===== src/rtl/mux4_rr_scheduler.sv =====
`default_nettype none
// +----------------------------------------------------------------------------+
// | mux4_rr_scheduler                                                          |
// | Round-robin arbiter sharing a built-in 4:1 1-bit mux; registers D[S] to Q. |
// | Rev 1.0 - initial release                                                  |
// +----------------------------------------------------------------------------+
module mux4_rr_scheduler #(
  parameter int QUANTUM = 4,
  parameter int CW      = 3
) (
  input  logic       clk,
  input  logic       rst_n,
  input  logic [3:0] req,
  input  logic [3:0] D,
  output logic [1:0] S,
  output logic [3:0] gnt,
  output logic       Q,
  output logic       valid,
  output logic       busy
);

  typedef enum logic [1:0] {
    IDLE  = 2'd0,
    GRANT = 2'd1
  } state_t;

  localparam logic [CW-1:0] CNT_MAX = CW'(QUANTUM - 1);

  state_t        state_q, state_d;
  logic [3:0]    gnt_q, gnt_d;
  logic [1:0]    s_q, s_d;
  logic          q_q, q_d;
  logic          valid_q, valid_d;
  logic [CW-1:0] cnt_q, cnt_d;
  logic [1:0]    ptr_q, ptr_d;

  logic [1:0]    arb_base;
  logic [1:0]    arb_cand;
  logic [1:0]    arb_idx;
  logic          arb_found;
  logic          release_now;

  // On release the pointer becomes S, so re-arbitration searches from S+1.
  always_comb begin
    arb_base  = (state_q == GRANT) ? s_q : ptr_q;
    arb_cand  = 2'd0;
    arb_idx   = arb_base;
    arb_found = 1'b0;
    for (int k = 4; k >= 1; k--) begin
      arb_cand = arb_base + 2'(k);
      if (req[arb_cand]) begin
        arb_found = 1'b1;
        arb_idx   = arb_cand;
      end
    end
  end

  assign release_now = (state_q == GRANT) && (!req[s_q] || (cnt_q == CNT_MAX));

  always_comb begin
    state_d = state_q;
    gnt_d   = gnt_q;
    s_d     = s_q;
    q_d     = q_q;
    valid_d = valid_q;
    cnt_d   = cnt_q;
    ptr_d   = ptr_q;
    case (state_q)
      IDLE: begin
        valid_d = 1'b0;
        if (arb_found) begin
          state_d = GRANT;
          gnt_d   = 4'b0001 << arb_idx;
          s_d     = arb_idx;
          cnt_d   = '0;
        end
      end
      GRANT: begin
        q_d     = D[s_q];
        valid_d = 1'b1;
        cnt_d   = cnt_q + CW'(1);
        if (release_now) begin
          ptr_d = s_q;
          cnt_d = '0;
          if (arb_found) begin
            gnt_d = 4'b0001 << arb_idx;
            s_d   = arb_idx;
          end else begin
            state_d = IDLE;
            gnt_d   = 4'b0000;
          end
        end
      end
      default: begin
        state_d = IDLE;
        gnt_d   = 4'b0000;
        valid_d = 1'b0;
        cnt_d   = '0;
      end
    endcase
  end

  always_ff @(posedge clk or negedge rst_n) begin
    if (!rst_n) begin
      state_q <= IDLE;
      gnt_q   <= 4'b0000;
      s_q     <= 2'd0;
      q_q     <= 1'b0;
      valid_q <= 1'b0;
      cnt_q   <= '0;
      ptr_q   <= 2'd3;
    end else begin
      state_q <= state_d;
      gnt_q   <= gnt_d;
      s_q     <= s_d;
      q_q     <= q_d;
      valid_q <= valid_d;
      cnt_q   <= cnt_d;
      ptr_q   <= ptr_d;
    end
  end

  assign S     = s_q;
  assign gnt   = gnt_q;
  assign Q     = q_q;
  assign valid = valid_q;
  assign busy  = (state_q == GRANT);

endmodule
`default_nettype wire


===== config.mk =====
export PLATFORM = sky130hd
export DESIGN_NAME = mux4_rr_scheduler
export DESIGN_NICKNAME = d
export VERILOG_FILES = /design/src/rtl/mux4_rr_scheduler.sv
export SDC_FILE = /design/constraint.sdc
export NUM_CORES = 1
export LEC_CHECK = 0
export BUFFER_PORTS_ARGS = -buffer_cell sky130_fd_sc_hd__buf_4
export CORE_UTILIZATION = 45
export CTS_CLUSTER_SIZE = 8
export DETAILED_ROUTE_END_ITERATION = 12
export GPL_TIMING_DRIVEN = 0
export PLACE_DENSITY = 0.71
export SYNTH_ARGS = -nofsm -noshare
export SYNTH_HDL_FRONTEND = slang
export SYNTH_SLANG_ARGS = --single-unit

===== constraint.sdc =====
create_clock -name clk -period 1.85 [get_ports clk]
set_clock_uncertainty 0.15 [all_clocks]
set_input_delay 0 -clock clk [delete_from_list [all_inputs] [get_ports clk]]
set_output_delay 0 -clock clk [all_outputs]
set_load 0.1 [all_outputs]

==> key figures <==
Global routing
  • Vias in the first global route: roughly 560
  • First-pass GRT wire length: 2370 um
  • GRT Total Usage: 0.180
  • Largest net degree at the start of global routing: 13
  • Congestion Overflow GR: 0
  • Initial antenna violation count: 0

Worst setup path
  • CP required: 1.92 ns
  • Capturing point of the worst reg2reg path: ptr_q[0]
  • Worst r2r src: S[1]
  • CP startpoint kind: flop
  • Crit path cell chain: mux4_2, a21boi_2, mux2_2
  • Setup crit end kind: flop
  • Reg2Reg Depth: 3
  • Slowest CP cell: mux4_2
  • Crit. Startpoint: S[1]
  • CP Class: flop to flop
  • Delay of the slowest critical-path stage: 0.58 ns
  • Worst reg2reg setup slack: 0.03 ns
  • Worst Path Arrival: about 1.9 ns
  • Crit path max fanout: 6
  • Crit path capture: ptr_q[0]

Logic synthesis
  • Main flop type after synthesis: dfrtp_1
  • Yosys warns: 0
  • Synth unique cells: 26
  • Leading cell type by number of instances after synthesis: dfrtp_1
  • Main area contributors after synthesis: dfrtp_1 (40%), dfstp_2 (7.0%), a32o_1 (6.7%)
  • Largest area contributor in the netlist: dfrtp_1
  • Post-Syn Area: 746 sq um
  • Syn Inst Count: between 50 and 60
  • Post-synth EDFFs: 0
  • Top-area cell type share of the netlist area: 0.403
  • Syn Nets: 71
  • Commonest cells post-synth: dfrtp_1 (12), a32o_1 (5), mux2_2 (4), nor2_1 (4), o21ai_0 (4)
  • Avg Cell Area, Syn: 12.6 sq um
  • Synth async-reset ratio: 1.00
  • Seq/Total Area, Yosys: 0.473
  • Register bit total from synthesis: 14

Floorplan
  • Die area: approximately 1800 sq um
  • Ports: 19
  • Core ar.: 1520 sq um
  • Die width: roughly 43 um
  • # rows: 14
  • Initial core utilization: 0.489
  • Die Y: about 43 um

Final layout
  • Final Util: 0.663
  • Layout area overhead: 35.4%
  • Design area: between 1000 and 1500 sq um
  • Layout cells sized above 1: 0.506
  • Nets: 98
  • Antenna cell count: 0

Drt
  • Final antenna-violating net count: 0
  • Vias per inst: 5.75
  • Post-detailed-routing wire length: ~1500 um
  • Vias: 581
  • Remaining DRCs: 0
  • Average wire per standard cell: between 10 and 15 um
  • Drt first pass iters: 4
  • Initial DRC count: 15

Power
  • Sw power: 0.969 mW
  • Flop pwr share: 0.287
  • Sw frac: 0.506
  • Pint: 0.946 mW
  • Peak supply drop: 1.31 mV
  • Clock power share: 0.117
  • Combinational share of power: 0.596
  • Pleak: around 0.44 nW
  • Power Dens Cells: 1900 nW/um^2

STA
  • Tmin final: 1.82 ns
  • Tcrit/Tclk final: 0.984
  • Post-route worst setup slack: between 0.02 and 0.03 ns
  • FMAX: 549 MHz
  • Worst slew pin tran: 0.544 ns
  • RSZ-0062 raised after global routing: yes
  • Final Max Tran Viols: 0
  • Hold Violations, Final: 0
  • Rel. slew slack: 0.636
  • Setup violators final: 0
  • Post-route setup TNS: 0 ns

Clock tree
  • Htree depth: 1
  • Reg clk slew, reported paths: 0.09 ns
  • Total CTS buffers: 3
  • CTS Sinks: 14
  • CTS tree: done
  • Max Buffers Root-to-Sink: 2
  • Root buf cell: clkbuf_4
  • Setup repair bufs after CTS: 0
  • Clk Latency, worst-skew pair: 0.28 ns

Placement
  • Area after DPL: between 900 and 1000 sq um
  • Port-buffer cells: 18
  • DP HPWL: 1030 um
  • Gpl congestion: 0.784
  • Pre-CTS WS: roughly 0.046 ns

Hold path
  • Worst Hold Launch: D[2]
  • Worst min path class: input port to flop

Outcome
  • Status: completed

Flow run
  • Max Cap Viol: 0
## layout by cell type (no fill, tap or decap), drive strengths merged
cell type    Yosys  final
buf              1     18
dfrtp           12     12
a32o             5      5
dlygate4sd3      0      5
mux2             4      4
nor2             4      4
o21ai            4      4
clkbuf           0      4
nand2            3      3
mux2i            3      3
inv              2      2
mux4             2      2
a21oi            2      2
ha               2      2
dfstp            2      2
a211oi           2      2
a21boi           2      2
o21bai           1      1
a31o             1      1
nand2b           1      1
o32ai            1      1
and3             1      1
nor2b            1      1
or4              1      1
a31oi            1      1
a211o            1      1
## cells by family (layout without fill, tap and decap cells)
family	after synthesis	in the layout	synth area share
adder cells (fa/ha/maj)	2	2	0.0336
flip-flops	14	14	0.473
AND/OR/NAND/NOR	11	11	0.0722
multiplexers	9	9	0.178
AO/OA/AOI/OAI	20	20	0.218
buffers and inverters	3	29	0.0252
## flip-flops by register name (all words and copies together), names as in the netlist
name / count
state_q: 1
cnt_q: 3
ptr_q: 2
valid: 1
gnt: 4
Q: 1
S: 2
## worst min-delay path by stage
stage | to | cells past startpoint | slack [ns]
3_5_place_dp | cnt_q[0] | 1 | -0.30
4_1_cts | Q | 3 | 0.01
5_1_grt | Q | 3 | 0.03
3_3_place_gp | valid | 1 | -0.29
6_report | Q | 3 | 0.02
2_1_floorplan | Q | 0 | -0.45
## power groups by stage
stage	Sequential (mW)	Combinational, mW	Clock (mW)
2_1_floorplan	1.00	0.432	0
3_3_place_gp	0.548	1.10	0
5_1_grt	0.564	1.20	0.240
4_1_cts	0.549	1.12	0.227
3_5_place_dp	0.555	1.11	0
6_report	0.549	1.14	0.223
## per-layer routing
metal,GRT usage,part of all wire,vias to the layer above
li1,-,-,284
met1,0.239,0.47,280
met2,0.276,0.49,15
met3,0.0255,0.039,2
met4,0.113,0.0061,0
met5,0,0,-
## repair_timing
item | 4_1_cts | 5_1_grt
setup endpoints to repair | 0 | 6
endpoints found under the hold margin | 16 | 0
hold buffers | 5 | 0
gates resized for setup | 0 | 4
## final cells by class
type	count	area [sq um]
Fill cell	124	514
Multi-Input combinational cell	42	399
Clock buffer	4	36.3
Sequential cell	14	362
Tap cell	16	20.0
Inverter	2	7.51
Timing Repair Buffer	23	185
## critical path: cells and delay by family (launching register included)
family,cells,cell delay (ns)
compound gates,1,0.20
flops,1,0.47
mux,2,0.93
## metrics by stage
step / hold slack, ns / total power, mW / std cells
2_1_floorplan: -0.446 / 1.44 / 59
3_3_place_gp: -0.295 / 1.65 / 93
5_1_grt: 0.0340 / 2.01 / 101
4_1_cts: 0.0145 / 1.89 / 102
3_5_place_dp: -0.295 / 1.66 / 93
6_report: 0.0186 / 1.91 / 101
Power figures use the tool's default switching activity.
